`src/rtl/io_channel_ctrl.sv`:
```
// Input/output channel sequencer: loader fills the input buffer, the core
// consumes it with in/inSize and writes a circular output buffer for readback.
module io_channel_ctrl #(
    parameter int unsigned MemoryElementWidth = 12,
    parameter int unsigned NIn                = 8,
    parameter int unsigned NOut               = 8,
    localparam int unsigned OW = (NOut > 1) ? $clog2(NOut) : 1
) (
    input  logic                          clock,
    input  logic                          reset_n,
    input  logic                          load_valid,
    input  logic [MemoryElementWidth-1:0] load_data,
    output logic                          load_ready,
    output logic                          load_overflow,
    input  logic                          start,
    input  logic                          halt,
    input  logic                          in_req,
    output logic                          in_ack,
    output logic [MemoryElementWidth-1:0] in_data,
    output logic                          in_empty,
    output logic [MemoryElementWidth-1:0] in_size,
    input  logic                          out_valid,
    input  logic [MemoryElementWidth-1:0] out_data,
    output logic [OW-1:0]                 out_pos,
    input  logic [OW-1:0]                 rd_addr,
    output logic [MemoryElementWidth-1:0] rd_data,
    output logic [1:0]                    state
);

    localparam int unsigned MW = MemoryElementWidth;
    localparam int unsigned CW = $clog2(NIn + 1);
    localparam int unsigned IW = (NIn > 1) ? $clog2(NIn) : 1;

    typedef enum logic [1:0] {
        IDLE = 2'd0,
        LOAD = 2'd1,
        RUN  = 2'd2,
        DONE = 2'd3
    } state_t;

    state_t          state_q, state_d;
    logic [CW-1:0]   count_q, count_d;
    logic [CW-1:0]   rd_pos_q, rd_pos_d;
    logic [OW-1:0]   out_pos_q, out_pos_d;
    logic            overflow_q, overflow_d;
    logic            in_ack_q, in_ack_d;
    logic            in_empty_q, in_empty_d;
    logic [MW-1:0]   in_data_q, in_data_d;
    logic [MW-1:0]   rd_data_q, rd_data_d;
    logic            loading_c, load_fire_c, out_wr_c;

    logic [MW-1:0]   in_mem  [NIn];
    logic [MW-1:0]   out_mem [NOut];

    assign loading_c   = (state_q == IDLE) || (state_q == LOAD);
    assign load_ready  = loading_c && (32'(count_q) < NIn);
    assign load_fire_c = load_valid && load_ready;
    assign out_wr_c    = (state_q == RUN) && out_valid;

    // Next-state, channel bookkeeping and readback selection
    always_comb begin
        state_d    = state_q;
        count_d    = count_q;
        rd_pos_d   = rd_pos_q;
        out_pos_d  = out_pos_q;
        overflow_d = overflow_q;
        in_ack_d   = 1'b0;
        in_empty_d = in_empty_q;
        in_data_d  = in_data_q;
        rd_data_d  = '0;

        case (state_q)
            IDLE: begin
                if (halt)            state_d = DONE;
                else if (start)      state_d = RUN;
                else if (load_valid) state_d = LOAD;
            end
            LOAD: begin
                if (halt)       state_d = DONE;
                else if (start) state_d = RUN;
            end
            RUN: begin
                if (halt) state_d = DONE;
            end
            default: state_d = DONE;
        endcase

        if (load_fire_c) count_d = count_q + CW'(1);
        if (loading_c && load_valid && !load_ready) overflow_d = 1'b1;

        if ((state_q == RUN) && in_req) begin
            in_ack_d = 1'b1;
            if (rd_pos_q < count_q) begin
                in_data_d  = in_mem[IW'(rd_pos_q)];
                in_empty_d = 1'b0;
                rd_pos_d   = rd_pos_q + CW'(1);
            end else begin
                in_empty_d = 1'b1;
            end
        end

        if (out_wr_c) begin
            if (32'(out_pos_q) == NOut - 1) out_pos_d = '0;
            else                            out_pos_d = out_pos_q + OW'(1);
        end

        if (32'(rd_addr) < NOut) rd_data_d = out_mem[rd_addr];
    end

    always_ff @(posedge clock or negedge reset_n) begin
        if (!reset_n) begin
            state_q    <= IDLE;
            count_q    <= '0;
            rd_pos_q   <= '0;
            out_pos_q  <= '0;
            overflow_q <= 1'b0;
            in_ack_q   <= 1'b0;
            in_empty_q <= 1'b0;
            in_data_q  <= '0;
            rd_data_q  <= '0;
        end else begin
            state_q    <= state_d;
            count_q    <= count_d;
            rd_pos_q   <= rd_pos_d;
            out_pos_q  <= out_pos_d;
            overflow_q <= overflow_d;
            in_ack_q   <= in_ack_d;
            in_empty_q <= in_empty_d;
            in_data_q  <= in_data_d;
            rd_data_q  <= rd_data_d;
        end
    end

    // Buffer storage survives reset; only the bookkeeping is cleared
    always_ff @(posedge clock) begin
        if (load_fire_c) in_mem[IW'(count_q)] <= load_data;
        if (out_wr_c)    out_mem[out_pos_q]   <= out_data;
    end

    assign state         = state_q;
    assign load_overflow = overflow_q;
    assign in_ack        = in_ack_q;
    assign in_empty      = in_empty_q;
    assign in_data       = in_data_q;
    assign in_size       = MW'(count_q - rd_pos_q);
    assign out_pos       = out_pos_q;
    assign rd_data       = rd_data_q;

endmodule

```
`config.mk`:
```
export PLATFORM = sky130hd
export DESIGN_NAME = io_channel_ctrl
export DESIGN_NICKNAME = d
export VERILOG_FILES = /design/src/rtl/io_channel_ctrl.sv
export SDC_FILE = /design/constraint.sdc
export NUM_CORES = 1
export LEC_CHECK = 0
export ABC_CLOCK_PERIOD_IN_PS = 4800
export BUFFER_PORTS_ARGS = -buffer_cell sky130_fd_sc_hd__buf_2
export CELL_PAD_IN_SITES_DETAIL_PLACEMENT = 0
export CELL_PAD_IN_SITES_GLOBAL_PLACEMENT = 1
export CORE_MARGIN = 5
export CORE_UTILIZATION = 25
export CTS_BUF_LIST = sky130_fd_sc_hd__clkbuf_4
export DETAILED_ROUTE_END_ITERATION = 7
export GPL_ROUTABILITY_DRIVEN = 0
export PLACE_DENSITY = 0.53
export SLEW_MARGIN = 20
export SYNTH_ARGS = -nofsm -noshare
export SYNTH_HDL_FRONTEND = slang
export SYNTH_SLANG_ARGS = --single-unit
```
`constraint.sdc`:
```
create_clock -name clock -period 4.8 [get_ports clock]
set_input_delay 0.96 -clock clock [delete_from_list [all_inputs] [get_ports clock]]
set_output_delay 0.96 -clock clock [all_outputs]
set_load 0.02 [all_outputs]
```
==> flow_metrics.py, run 1 <==
metrics = {
    "finish": {
        "multiInputGateArea_sq_um": 2080,
        "layout_commonest_cell": "edfxtp_1",
        "mostFrequentLayoutCells": "edfxtp_1 (192), buf_2 (78), clkbuf_4 (76), mux4_2 (46), nand2_1 (43)",
        "drive_above_1_share": 0.430,
        "syn_to_final_growth_pct": 18.7,
        "register_area_sq_um": 6770,
        "final_nets": 608,
        "fillers": 3428,
    },
    "routing": {
        "first_pass_iters": 4,
        "drt-initial-drc-count": 216,
        "drtAntennaViolNets": 0,
        "wl_mm": 19.0,
        "drc": 0,
        "vias_per_cell": 4.14,
        "dr_total_vias": 4451,
        "routedWlPerCell_um": 17.7,
    },
    "cts": {
        "postCtsResizedCells": 0,
        "clk-insertion-delay-late_ps": 680,
        "clk_pin_slew_worst_paths_ps": 70,
        "cts_tree": "yes",
        "ctsHoldBuffers": 0,
        "htreeDepth": 2,
        "postCtsSetupBuffers": 0,
        "cts-buffers-inserted": 58,
        "clkSinkCount": 232,
        "clock_tree.buffer_depth": 3,
        "clockRootBuffer": "clkbuf_4",
    },
    "logic_synthesis": {
        "avgSynthCellArea_sq_um": 20.2,
        "syn_area_sq_um": 8980,
        "yosys_warnings": 0,
        "synth_edf_count": 192,
        "syn-num-nets": 488,
        "ys_async_sr_fraction": 0.172,
        "synth_seq_cells": 232,
        "syn_inst": 445,
        "ys_seq_area_frac": 0.753,
        "ys_types": 39,
        "synth-main-ff-cell": "edfxtp_1",
    },
    "critical_path": {
        "crit_chain": "buf_4 > ha_1 > inv_1 > fa_1 > a21o_1 > a21oi_1 > buf_2",
        "endpoint_kind": "output pin",
        "slowest_stage": "buf_4",
        "r2r_end": "in_data[1]",
        "crit_fanout": 28,
        "r2r-start": "rd_pos_q[2]",
        "criticalPathCategory": "flop to output pin",
        "rrSetupSlack_ps": 1770,
        "cp_num_buf_inv": 3,
        "cp_top_family": "buffers and inverters",
        "crit_path_start_kind": "flop",
        "arrival_ps": 2980,
        "cp.required_ps": 3840,
        "cp_slowest_stage_delay_ps": 450,
        "reg2regPathDepth": 6,
    },
    "hold_path": {
        "min_path_type": "primary input to asynchronous set/reset pin",
    },
    "grt": {
        "grt_max_degree": 41,
        "grt_pass1_wl_mm": 29.0,
        "antenna_found_initial": 4,
        "grtUsageTotal": 0.0965,
        "grt_pass1_vias": 4974,
        "grt-ovfl-total": 0,
    },
    "pwr": {
        "ir_drop_mv": 0.112,
        "power.leakage_nw": 3.80,
        "cellPowerDensity_nw_per_um2": 389,
    },
    "die": {
        "ioPinCount": 79,
        "fp.dieH_um": 200,
        "start_util": 0.253,
        "std_cell_rows": 69,
        "die_w_um": 200,
        "coreArea_sq_um": 35500,
        "dieArea_sq_um": 39800,
    },
    "timing": {
        "hold_viol_final": 0,
        "clock_skew_ps": 32.5,
        "final-max-slew-violation-count": 0,
        "fin_tns_setup_ps": 0,
        "rsz0062_at_grt": "false",
        "finalCriticalPeriod_ps": 3940,
        "worstMarginPinSlew_ps": 950,
        "finalSetupViolations": 0,
        "period_share": 0.820,
        "slew_headroom": 0.366,
        "whs_ps": 380,
        "max_freq_mhz": 254,
    },
    "placed_design": {
        "io_buffers": 78,
        "dpl.hpwl_mm": 11.9,
    },
    "job": {
        "drv_cap": 0,
    },
    "run_status": {
        "status": "completed",
    },
}
[metal layers]
metal,GRT usage,vias up,wire [um]
li1,-,2025,-
met1,0.115,2290,7730
met2,0.168,93,10000
met3,0.0258,37,888
met4,0.0357,6,358
met5,0,-,60
[state kept, by name (all words and copies together), names as in the netlist, 2 cells and up]
register  cells
rd_pos_q      4
rd_data      12
in_data      12
out_pos       3
out_mem      96
in_mem       96
count_q       4
state         2
[metrics by stage]
stage	power, mW	utilization	setup WS (ps)	area (sq um)	cells
2_1_floorplan	2.42	-	1590	8980	445
5_1_grt	4.36	0.300	568	10700	1074
3_5_place_dp	2.51	0.278	1430	9850	966
3_3_place_gp	2.50	0.278	1530	9850	966
6_report	4.15	0.300	862	10700	1074
4_1_cts	4.23	0.299	725	10600	1073
[synth_stat cells, types with 2 or more instances]
cell type,n,area share
edfxtp_1,192,0.64
mux4_2,46,0.12
nand2_1,43,0.018
dfrtp_1,40,0.11
mux2_2,27,0.034
nor2_1,14,0.0059
buf_4,9,0.0075
buf_2,8,0.0045
ha_1,8,0.011
inv_1,7,0.0029
nand2b_1,6,0.0042
xnor2_1,5,0.0049
nor3_1,4,0.0022
o21ai_0,3,0.0017
a21o_1,2,0.0017
a21oi_1,2,0.0011
buf_6,2,0.0025
mux4_1,2,0.0059
nor2b_1,2,0.0014
o211ai_1,2,0.0017
o21a_1,2,0.0017
or2_2,2,0.0014
[kinds of logic (layout without fill, tap and decap cells)]
kind of cell	Yosys count	count (layout)	synth area share
AOI/OAI and AO/OA	14	14	0.0104
xor gates and xnor gates	6	6	0.00585
adders and majority gates	9	9	0.0134
buffers and inverters	30	197	0.0221
DFF	232	232	0.753
muxes	75	75	0.155
other	0	1	0
and+or+nand+nor	79	79	0.0397
[power breakdown]
part,internal (mW),leakage (nW),switching [mW]
combinational,0.102,1.11,0.144
sequential,2.20,2.24,0.0116
clock,0.910,0.451,0.782
total,3.21,3.80,0.938
[worst max path at each step]
stage                      from      endpoint  slack (ps)  cells past startpoint
detailed placement   load_valid  in_mem[7][0]        1430                      4
global placement     load_valid  in_mem[7][0]        1530                      4
CTS                 rd_pos_q[0]    in_size[6]         720                      7
floorplan           rd_pos_q[1]   in_size[10]        1590                      7
global route        rd_pos_q[0]    in_size[5]         570                      7
finish              rd_pos_q[0]    in_size[8]         860                      7
[cell type report]
class                   instances  share of cell area
flip-flops and latches        232               0.635
clock inverters                31              0.0195
well taps                     461              0.0541
multi-input cells             183               0.195
diodes                          1            0.000235
inverters                       7             0.00247
repair buffers                 83              0.0402
clock buffers                  76              0.0535
[worst reg2reg max path: stages, from the launching register on]
cell and delay (ps):
dfrtp_1 640, inv_1 380, ha_1 460, o21a_1 200, o31a_1 140, o21ai_2 670, mux2_2 430
(Power assumes the default switching activity.)
==> run 2: changes to the inputs <==
ABC_CLOCK_PERIOD_IN_PS = 3400   (was 4800)
PLACE_DENSITY = 0.55   (was 0.53)
clock period = 3.4 ns   (was 4.8 ns; I/O delays follow)
==> run 2 against run 1 <==
  * Combinational power is 41% higher
  * Sequential share of layout area decreased by 0.58 points
  * Sequential cell count unchanged
==> flow_metrics.py, run 2 (synthesis gave the netlist of run 1 again) <==
metrics = {
    "run_status": {
        "status": "completed",
    },
    "cts": {
        "cts-buffers-inserted": 57,
        "htreeDepth": 2,
        "clockRootBuffer": "clkbuf_4",
        "postCtsSetupBuffers": 0,
        "clkSinkCount": 232,
        "clock_tree.buffer_depth": 3,
        "clk-insertion-delay-late_ps": 660,
        "cts_tree": "yes",
        "clk_pin_slew_worst_paths_ps": 60,
    },
    "pwr": {
        "totalPowerFinal_mw": 5.77,
        "cellPowerDensity_nw_per_um2": 537,
        "power.leakage_nw": 3.89,
        "ir_drop_mv": 0.253,
    },
    "timing": {
        "final-max-slew-violation-count": 0,
        "max_freq_mhz": 317,
        "fin_tns_setup_ps": 0,
        "finalCriticalPeriod_ps": 3150,
        "worstMarginPinSlew_ps": 924,
        "setup_ws_ps": 250,
        "rsz0062_at_grt": "false",
        "finalSetupViolations": 0,
        "period_share": 0.926,
        "hold_viol_final": 0,
        "slew_headroom": 0.384,
        "clock_skew_ps": 33.2,
    },
    "die": {
        "coreArea_sq_um": 35500,
        "std_cell_rows": 69,
        "ioPinCount": 79,
        "dieArea_sq_um": 39800,
        "fp.dieH_um": 200,
        "start_util": 0.253,
        "die_w_um": 200,
    },
    "routing": {
        "drc": 0,
        "drtAntennaViolNets": 0,
        "wl_mm": 18.9,
        "dr_total_vias": 4552,
        "drt-initial-drc-count": 185,
        "routedWlPerCell_um": 17.3,
        "vias_per_cell": 4.16,
        "first_pass_iters": 4,
    },
    "grt": {
        "grt_max_degree": 34,
        "top_usage_layer": "met2",
        "grtUsageTotal": 0.0958,
        "antenna_found_initial": 2,
        "grt_pass1_vias": 4985,
        "grt_use_met2": 0.158,
        "grt_pass1_wl_mm": 28.9,
        "met3_usage": 0.0221,
        "grtUsageMet1": 0.121,
        "grt-ovfl-total": 0,
    },
    "critical_path": {
        "cp_top_family": "adder cells",
        "crit_fanout": 8,
        "cp_num_buf_inv": 3,
        "criticalPathCategory": "flop to output pin",
        "slowest_stage": "fa_1",
        "crit_chain": "inv_1 > ha_1 > inv_1 > fa_1 > a21o_1 > a21oi_4 > buf_2",
        "cp.required_ps": 2720,
        "crit_path_start_kind": "flop",
        "worst_path_most_repeated_cell": "inv_1",
        "cp_slowest_stage_delay_ps": 410,
        "endpoint_kind": "output pin",
        "arrival_ps": 2470,
    },
    "placed_design": {
        "io_buffers": 78,
        "pre_cts_ws_ps": 749,
        "dpl.hpwl_mm": 11.7,
    },
    "finish": {
        "final_nets": 625,
        "utilization": 0.303,
        "mostFrequentLayoutCells": "edfxtp_1 (192), clkbuf_4 (86), buf_2 (78), mux4_2 (46), nand2_1 (43)",
        "syn_to_final_growth_pct": 19.8,
        "reg.largest.list": "in_mem: 96 flops, out_mem: 96 flops",
        "drive_above_1_share": 0.434,
        "layout_commonest_cell": "edfxtp_1",
    },
    "job": {
        "drv_cap": 0,
    },
    "hold_path": {
        "min_path_type": "primary input to asynchronous set/reset pin",
    },
}
==> run 2: changes by cell type in the layout (fill, tap and decap cells not counted), moves of 2 or more <==
cell / previous run / this run
buf_4: 5 / 22
bufinv_16: 3 / 1
clkbuf_4: 76 / 86
clkinv_1: 20 / 18
clkinv_2: 7 / 2
nor2_1: 2 / 11
nor2_2: 12 / 3
nor3_1: 0 / 2
nor3_4: 2 / 0
==> run 2: per-layer routing <==
metal  wire length, um  part of all wire
met4               434             0.023
met2              9240              0.49
met5                 0                 0
met1              8170              0.43
met3              1080             0.057
==> run 2: layout make-up <==
class	instances	area, sq um
fill	3477	24700
inverter	7	26.3
tap	461	577
timing repair buffer	101	576
clock buffer	86	646
sequential	232	6770
multi-input combinational	183	2040
antenna	2	5.00
clock inverter	22	115
==> run 2: timing repair <==
item                       CTS  global route
hold buffers                 0             0
setup endpoints to repair    8             8
resized for setup            1             1
==> run 2: power by group <==
group	leakage (nW)	internal (mW)	switching [mW]	total (mW)
sequential	2.24	3.10	0.0162	3.12
combinational	1.21	0.148	0.200	0.348
clock	0.446	1.24	1.07	2.30
total	3.89	4.49	1.28	5.77
==> run 2: worst register-to-register path, stage by stage (launching register included) <==
cell and delay [ps]:
dfrtp_1 460, nor3b_1 710, nand2_1 250, nor2_1 190
buf_4 270
==> run 2: per-stage QoR <==
stage | std cells | hold slack [ps] | area, sq um
3_3_place_gp | 984 | 440 | 9980
6_report | 1094 | 144 | 10800
2_1_floorplan | 445 | 384 | 8980
4_1_cts | 1092 | 99.5 | 10700
3_5_place_dp | 984 | 458 | 9980
5_1_grt | 1093 | 157 | 10800
==> run 2: path summary, 6_finish.rpt <==
| kind | cells after the start | start | endpoint | slack [ps] |
|---|---|---|---|---|
| worst max-delay path | 7 | count_q[0] | in_size[9] | 250 |
| worst min-delay path | 1 | reset_n | rd_data[2] | 140 |
| worst max register to register | 4 | state[1] | in_mem[7][8] | 1210 |
| worst min register to register | 1 | load_overflow | load_overflow | 460 |
| max in group asynchronous | 2 | reset_n | rd_data[10] | 2550 |
| min in group clock | 2 | halt | state[0] | 220 |
